**src/rtl/router_out_sched_if.sv**
```systemverilog
// Handshake bundle between the three input FIFOs, the output scheduler and the downstream sink.
// master = scheduler side, slave = FIFO/sink side.
interface router_out_sched_if #(
    parameter int DATA_W = 8
);
    logic              vld_out_0, vld_out_1, vld_out_2;
    logic [DATA_W-1:0] data_out_0, data_out_1, data_out_2;
    logic              read_enb_0, read_enb_1, read_enb_2;
    logic              out_ready;
    logic              out_valid;
    logic [DATA_W-1:0] out_data;
    logic              out_sop;
    logic              out_eop;
    logic [1:0]        out_chan;
    logic              sched_err;

    modport master (
        input  vld_out_0, vld_out_1, vld_out_2,
        input  data_out_0, data_out_1, data_out_2,
        input  out_ready,
        output read_enb_0, read_enb_1, read_enb_2,
        output out_valid, out_data, out_sop, out_eop, out_chan, sched_err
    );

    modport slave (
        output vld_out_0, vld_out_1, vld_out_2,
        output data_out_0, data_out_1, data_out_2,
        output out_ready,
        input  read_enb_0, read_enb_1, read_enb_2,
        input  out_valid, out_data, out_sop, out_eop, out_chan, sched_err
    );
endinterface

```
**src/rtl/router_out_sched.sv**
```systemverilog
// Round-robin packet scheduler draining three router FIFOs into one credit-limited output stream.
// Optional stall-abort feature: define ROUTER_SCHED_TIMEOUT_EN.
module router_out_sched #(
    parameter int DATA_W  = 8,
    parameter int TIMEOUT = 16
) (
    input  logic               clock,
    input  logic               reset,
    router_out_sched_if.master bus
);
    localparam int REM_W = DATA_W - 1;

    typedef enum logic [1:0] {IDLE, HDR, HWAIT, BODY} state_e;

    typedef struct packed {
        logic [DATA_W-1:0] data;
        logic              sop;
        logic              eop;
        logic [1:0]        chan;
    } word_t;

    state_e            state_q;
    logic [1:0]        grant_q, last_q;
    logic [REM_W-1:0]  rem_q;
    logic              inflight_q, tag_sop_q, tag_eop_q;
    logic [1:0]        tag_chan_q;
    word_t             buf_q [2];
    word_t             buf_d [2];
    logic [1:0]        cnt_q, cnt_d;
    logic [2:0]        vld;
    logic              vld_g;
    logic [DATA_W-1:0] fifo_rdata;
    logic [2:0]        occ;
    logic              out_valid, pop, credit, rd, abort;

    function automatic logic [1:0] inc3(input logic [1:0] c);
        return (c == 2'd2) ? 2'd0 : c + 2'd1;
    endfunction

    // Search order last+1, last+2, last (all mod 3).
    function automatic logic [1:0] rr_pick(input logic [1:0] last, input logic [2:0] req);
        logic [1:0] c, pick;
        logic       found;
        c     = last;
        pick  = 2'd0;
        found = 1'b0;
        for (int k = 0; k < 3; k++) begin
            c = inc3(c);
            if (!found && req[c]) begin
                pick  = c;
                found = 1'b1;
            end
        end
        return pick;
    endfunction

    assign vld   = {bus.vld_out_2, bus.vld_out_1, bus.vld_out_0};
    assign vld_g = vld[grant_q];

    // The word arriving this cycle always comes from the channel that was read last cycle.
    always_comb begin
        unique case (tag_chan_q)
            2'd1:    fifo_rdata = bus.data_out_1;
            2'd2:    fifo_rdata = bus.data_out_2;
            default: fifo_rdata = bus.data_out_0;
        endcase
    end

    assign out_valid = (cnt_q != 2'd0);
    assign pop       = out_valid && bus.out_ready;
    assign occ       = 3'(cnt_q) + 3'(inflight_q);
    assign credit    = (occ - 3'(pop)) < 3'd2;

    always_comb begin
        // NOTE: every always_comb output gets a default first so no path infers a latch.
        rd = 1'b0;
        if (!reset) begin
            unique case (state_q)
                HDR:     rd = vld_g && credit;
                BODY:    rd = (rem_q != '0) && vld_g && credit;
                default: rd = 1'b0;
            endcase
        end
    end

    assign bus.read_enb_0 = rd && (grant_q == 2'd0);
    assign bus.read_enb_1 = rd && (grant_q == 2'd1);
    assign bus.read_enb_2 = rd && (grant_q == 2'd2);

    // Shift-down buffer: entry 0 is the presented word; an abort flags whichever entry ends up last.
    always_comb begin
        buf_d = buf_q;
        cnt_d = cnt_q;
        if (pop) begin
            buf_d[0] = buf_q[1];
            cnt_d    = cnt_q - 2'd1;
        end
        if (inflight_q) begin
            buf_d[cnt_d[0]] = '{data: fifo_rdata, sop: tag_sop_q, eop: tag_eop_q, chan: tag_chan_q};
            cnt_d           = cnt_d + 2'd1;
        end
        if (abort && (cnt_d != 2'd0)) begin
            buf_d[cnt_d[1]].eop = 1'b1;
        end
    end

    // NOTE: sequential state uses non-blocking assignments only.
    always_ff @(posedge clock) begin
        if (reset) begin
            state_q    <= IDLE;
            grant_q    <= 2'd0;
            last_q     <= 2'd2;
            rem_q      <= '0;
            inflight_q <= 1'b0;
            tag_sop_q  <= 1'b0;
            tag_eop_q  <= 1'b0;
            tag_chan_q <= 2'd0;
            cnt_q      <= 2'd0;
            // NOTE: buffer data is reset as well, since out_data must read 0 out of reset.
            buf_q[0]   <= '0;
            buf_q[1]   <= '0;
        end else begin
            cnt_q      <= cnt_d;
            buf_q      <= buf_d;
            inflight_q <= rd;
            tag_sop_q  <= (state_q == HDR);
            tag_eop_q  <= (state_q == BODY) && (rem_q == REM_W'(1));
            tag_chan_q <= grant_q;
            unique case (state_q)
                IDLE: begin
                    if (vld != 3'b000) begin
                        grant_q <= rr_pick(last_q, vld);
                        last_q  <= rr_pick(last_q, vld);
                        state_q <= HDR;
                    end
                end
                HDR: begin
                    if (abort)   state_q <= IDLE;
                    else if (rd) state_q <= HWAIT;
                end
                HWAIT: begin
                    rem_q   <= REM_W'(fifo_rdata[DATA_W-1:2]) + REM_W'(1);
                    state_q <= BODY;
                end
                BODY: begin
                    if (abort) begin
                        state_q <= IDLE;
                    end else if (rd) begin
                        rem_q <= rem_q - REM_W'(1);
                        if (rem_q == REM_W'(1)) state_q <= IDLE;
                    end
                end
                default: state_q <= IDLE;
            endcase
        end
    end

`ifdef ROUTER_SCHED_TIMEOUT_EN
    logic [7:0] stall_q;
    logic       sched_err_q;
    logic       waiting;

    assign waiting = (state_q == HDR) || (state_q == BODY);
    // A read clears the count, so nothing is ever in flight when the abort fires.
    assign abort   = waiting && !vld_g && (stall_q == 8'(TIMEOUT - 1));

    always_ff @(posedge clock) begin
        if (reset) begin
            stall_q     <= 8'd0;
            sched_err_q <= 1'b0;
        end else begin
            sched_err_q <= abort;
            if (waiting && !vld_g && !abort) stall_q <= stall_q + 8'd1;
            else                             stall_q <= 8'd0;
        end
    end

    assign bus.sched_err = sched_err_q;
`else
    assign abort         = 1'b0;
    assign bus.sched_err = 1'b0;
`endif

    assign bus.out_valid = out_valid;
    assign bus.out_data  = buf_q[0].data;
    assign bus.out_sop   = buf_q[0].sop;
    assign bus.out_eop   = buf_q[0].eop;
    assign bus.out_chan  = buf_q[0].chan;
endmodule

```
**src/flat_wrapper.sv**
```systemverilog
// flat-port wrapper written by rule: the top's interface ports become plain ports
module router_out_sched_flat 
#(
    parameter int DATA_W  = 8,
    parameter int TIMEOUT = 16
)
  (clock, reset, bus_vld_out_0, bus_vld_out_1, bus_vld_out_2, bus_data_out_0, bus_data_out_1, bus_data_out_2, bus_out_ready, bus_read_enb_0, bus_read_enb_1, bus_read_enb_2, bus_out_valid, bus_out_data, bus_out_sop, bus_out_eop, bus_out_chan, bus_sched_err);
  router_out_sched_if #(.DATA_W(DATA_W)) bus_i ();
  input  logic clock;
  input  logic reset;
  input wire logic [$bits(bus_i.vld_out_0)-1:0] bus_vld_out_0;
  input wire logic [$bits(bus_i.vld_out_1)-1:0] bus_vld_out_1;
  input wire logic [$bits(bus_i.vld_out_2)-1:0] bus_vld_out_2;
  input wire logic [$bits(bus_i.data_out_0)-1:0] bus_data_out_0;
  input wire logic [$bits(bus_i.data_out_1)-1:0] bus_data_out_1;
  input wire logic [$bits(bus_i.data_out_2)-1:0] bus_data_out_2;
  input wire logic [$bits(bus_i.out_ready)-1:0] bus_out_ready;
  output wire logic [$bits(bus_i.read_enb_0)-1:0] bus_read_enb_0;
  output wire logic [$bits(bus_i.read_enb_1)-1:0] bus_read_enb_1;
  output wire logic [$bits(bus_i.read_enb_2)-1:0] bus_read_enb_2;
  output wire logic [$bits(bus_i.out_valid)-1:0] bus_out_valid;
  output wire logic [$bits(bus_i.out_data)-1:0] bus_out_data;
  output wire logic [$bits(bus_i.out_sop)-1:0] bus_out_sop;
  output wire logic [$bits(bus_i.out_eop)-1:0] bus_out_eop;
  output wire logic [$bits(bus_i.out_chan)-1:0] bus_out_chan;
  output wire logic [$bits(bus_i.sched_err)-1:0] bus_sched_err;
  assign bus_i.vld_out_0 = bus_vld_out_0;
  assign bus_i.vld_out_1 = bus_vld_out_1;
  assign bus_i.vld_out_2 = bus_vld_out_2;
  assign bus_i.data_out_0 = bus_data_out_0;
  assign bus_i.data_out_1 = bus_data_out_1;
  assign bus_i.data_out_2 = bus_data_out_2;
  assign bus_i.out_ready = bus_out_ready;
  assign bus_read_enb_0 = bus_i.read_enb_0;
  assign bus_read_enb_1 = bus_i.read_enb_1;
  assign bus_read_enb_2 = bus_i.read_enb_2;
  assign bus_out_valid = bus_i.out_valid;
  assign bus_out_data = bus_i.out_data;
  assign bus_out_sop = bus_i.out_sop;
  assign bus_out_eop = bus_i.out_eop;
  assign bus_out_chan = bus_i.out_chan;
  assign bus_sched_err = bus_i.sched_err;
  router_out_sched #(.DATA_W(DATA_W), .TIMEOUT(TIMEOUT)) u_core (.clock(clock), .reset(reset), .bus(bus_i));
endmodule
```
**config.mk**
```make
export PLATFORM = sky130hd
export DESIGN_NAME = router_out_sched_flat
export DESIGN_NICKNAME = d
export VERILOG_FILES = /design/src/rtl/router_out_sched_if.sv /design/src/rtl/router_out_sched.sv /design/src/flat_wrapper.sv
export SDC_FILE = /design/constraint.sdc
export NUM_CORES = 1
export LEC_CHECK = 0
export CAP_MARGIN = 0
export CORE_ASPECT_RATIO = 0.7
export CORE_MARGIN = 1
export CORE_UTILIZATION = 47
export DETAILED_ROUTE_END_ITERATION = 16
export GPL_ROUTABILITY_DRIVEN = 0
export GPL_TIMING_DRIVEN = 0
export PLACE_DENSITY = 0.78
export SYNTH_ARGS = -nofsm -noshare
export SYNTH_HDL_FRONTEND = slang
export SYNTH_SLANG_ARGS = --single-unit
```
**constraint.sdc**
```tcl
create_clock -name clock -period 3.1 [get_ports clock]
set_clock_uncertainty 0.1 [all_clocks]
set_input_delay 0.465 -clock clock [delete_from_list [all_inputs] [get_ports clock]]
set_output_delay 0.465 -clock clock [all_outputs]
set_load 0.005 [all_outputs]
```
==> flow_summary.yaml <==
finish:
  antenna_cells: 0
  n_fill_cell: 419
  drive_gt1_share_pct: 20.1
  area_delta_synth_final_pct: 34.8
  register_area_um2: 866
  multi_input_comb_area_um2: 1610
  fin_nets: 402
routing:
  firstDrtPassIters: 4
  vias: 2395
  viasPerCell: 5.56
  wl_um: 6760
  wl_per_cell_um: 15.7
  drt_iter0_drc: 136
  ant_nets: 0
  drt_drc_violations_left: 0
yosys:
  synth.most_common_cell: "dfxtp_1"
  synth_area_um2: 2550
  synth_top_area_share_pct: 33.8
  synth_cells: 293
  yosys_warnings: 0
  syn_nets: 337
  synth_area_leader_cell: "dfxtp_1"
  ys_ff_latch: 43
  synth_cell_types: 56
  ys_seq_area_share_pct: 33.8
  syn_area_per_cell_um2: 8.69
  async_flop_share_pct: 0
  synth.top_cells.by_area: "dfxtp_1 34%, mux2i_1 11%, ha_1 6.4%"
  synth_edf_count: 0
  synth_common_cells: "43 x dfxtp_1, 35 x nor2_1, 28 x mux2i_1, 18 x nand2_1, 17 x inv_1"
  ys.flop_type: "dfxtp_1"
worst_setup_path:
  reg2reg_slack_ns: 0.14
  crit_path_cell_trace: "inv_4 > ha_4 > nand2b_4 > nor2_4 > o21ai_2 > fa_2 > xnor2_2 > o2111a_2 > nand2_2 > a31o_4 > nor3b_2 > buf_2"
  crit_arrival_ns: 2.61
  worstPathMaxFanout: 4
  endpoint_kind: "primary output"
  critPathLaunch: "u_core.cnt_q[1]"
  crit_path_max_incr_delay_ns: 0.41
  path_class: "reg -> out"
  worstReg2RegStart: "u_core.cnt_q[1]"
  r2r_end: "u_core.rem_q[0]"
  cpMaxStageDelayCell: "fa_2"
  start_kind: "flip-flop"
  worstRegToRegCells: 13
  worstPathRequired_ns: 2.53
  cp-endpoint: "bus_read_enb_1"
die:
  fp.dieH_um: 63.6
  fp-row-count: 22
  dieArea_um2: 5720
  start_util_pct: 48.7
  ioPinCount: 47
  core_area_um2: 5230
  die_w_um: 90.0
clock_network:
  clk_latency_ns: 0.30
  ctsHoldBuffers: 0
  cts_root_buf: "clkbuf_8"
  cts_buffers: 5
  cts.sinks: 43
  cts.htree.levels: 2
  cts_tree: "yes"
  clk_path_buf_depth: 2
  path_clk_slew_ns: 0.10
sta:
  drv_slew: 0
  setup_violations: 3
  fin_ws_ns: -0.0785
  fmax_mhz: 315
  finalHoldViolations: 0
  timing.final.crit_share_pct: 103
  finalSetupTns_ns: -0.159
  worst_pin_slew_ns: 0.744
  max_slew_margin_pct: 50.4
  rsz0062_at_grt: "true"
  period_minus_slack_ns: 3.18
flow_run:
  cap_violations: 0
grt:
  grt_pass1_wl_um: 10300
  gr-total-overflow: 0
  antenna_found_initial: 0
  grt_usage_pct: 22.6
  grt_max_degree: 17
  grt_pass1_vias: 2143
power_and_ir_drop:
  p_leak_nw: 1.37
  power_w: 0.00233
  power_density_nw_per_um2: 680
  peakVddDrop_uv: 481
hold_path:
  hold_path_class: "reg -> reg"
status:
  status: "finished, violations left"
  violations: "negative setup slack"
placement:
  place_hpwl_um: 4720
  io_buffers: 45
## power breakdown
part	internal (W)	switching [W]	leakage (nW)
sequential	0.000650	0.0000872	0.350
clock	0.000245	0.000219	0.0587
combinational	0.000551	0.000582	0.964
total	0.00145	0.000888	1.37
## routing by layer
| metal | vias up | global-route usage [%] | wire length (um) |
|---|---|---|---|
| met5 | - | 0 | 0 |
| met4 | 0 | 5.04 | 15 |
| met3 | 4 | 4.35 | 414 |
| met2 | 80 | 34.4 | 3030 |
| met1 | 1138 | 32.9 | 3300 |
| li1 | 1173 | - | - |
## worst min-delay path by stage
stage	to	cells past startpoint
after floorplan	flip-flop	2
after global placement	flip-flop	2
after detailed placement	flip-flop	2
after CTS	flip-flop	2
after global routing	u_core.bus.out_sop	2
final	flip-flop	2
## cell type report
class / count / share of cell area [%]
Buffer: 25 / 4.08
Clock buffer: 5 / 2.00
Clock inverter: 3 / 1.38
Inverter: 17 / 1.93
Multi-Input combinational cell: 206 / 46.8
Sequential cell: 43 / 25.2
Tap cell: 72 / 2.62
Timing Repair Buffer: 60 / 15.9
## through the flow
step / hold WS, ns / utilization [%] / std cells / worst slack (ns) / area [um^2]
finish: 0.406 / 65.7 / 431 / -0.0785 / 3430
global route: 0.428 / 65.7 / 431 / -0.214 / 3430
CTS: 0.409 / 64.2 / 428 / -0.136 / 3360
global placement: 0.376 / 59.9 / 410 / -0.944 / 3130
detailed placement: 0.385 / 59.9 / 410 / -0.975 / 3130
floorplan: 0.360 / - / 293 / -0.0121 / 2590
## logic make-up after synthesis
logic type	count (synthesis)	synth area share, %
buffers and inverters	44	8.35
DFF	43	33.8
adders and majority gates	14	7.17
and+or+nand+nor	87	16.7
xor gates and xnor gates	4	1.38
AOI/OAI and AO/OA	71	21.1
other	1	0.147
muxes	29	11.4
## cell usage in the layout, fill, tap and decap left out, types with 3 or more instances in the layout
master,instances
clkbuf_8,5
o31ai_4,3
inv_1,15
nor2_1,34
nand4_1,3
clkdlybuf4s50_1,41
nand2_1,17
ha_1,12
buf_4,26
nor3_1,4
clkbuf_1,9
o21ai_0,8
mux2i_1,28
a211oi_1,13
nand3_1,3
a22oi_1,7
buf_2,7
o21ai_1,3
dfxtp_1,41
a21oi_1,8
nor2b_1,9
## worst max-delay path: cells and delay by family, from the launching register on
family	cells	cell delay [ns]
AO/OA/AOI/OAI	3	0.57
XOR/XNOR	1	0.19
adder cells (fa/ha/maj)	2	0.56
buffers and inverters	2	0.17
flip-flops	1	0.37
AND/OR/NAND/NOR	4	0.46
## repair_timing
item | 4_1_cts | 5_1_grt
buffers inserted | 11 | 5
endpoints found under the setup margin | 12 | 7
gates resized for setup | 28 | 11
gates cloned | 0 | 0
pin swaps | 8 | 13
No activity file was read; power rests on OpenSTA's default activity.
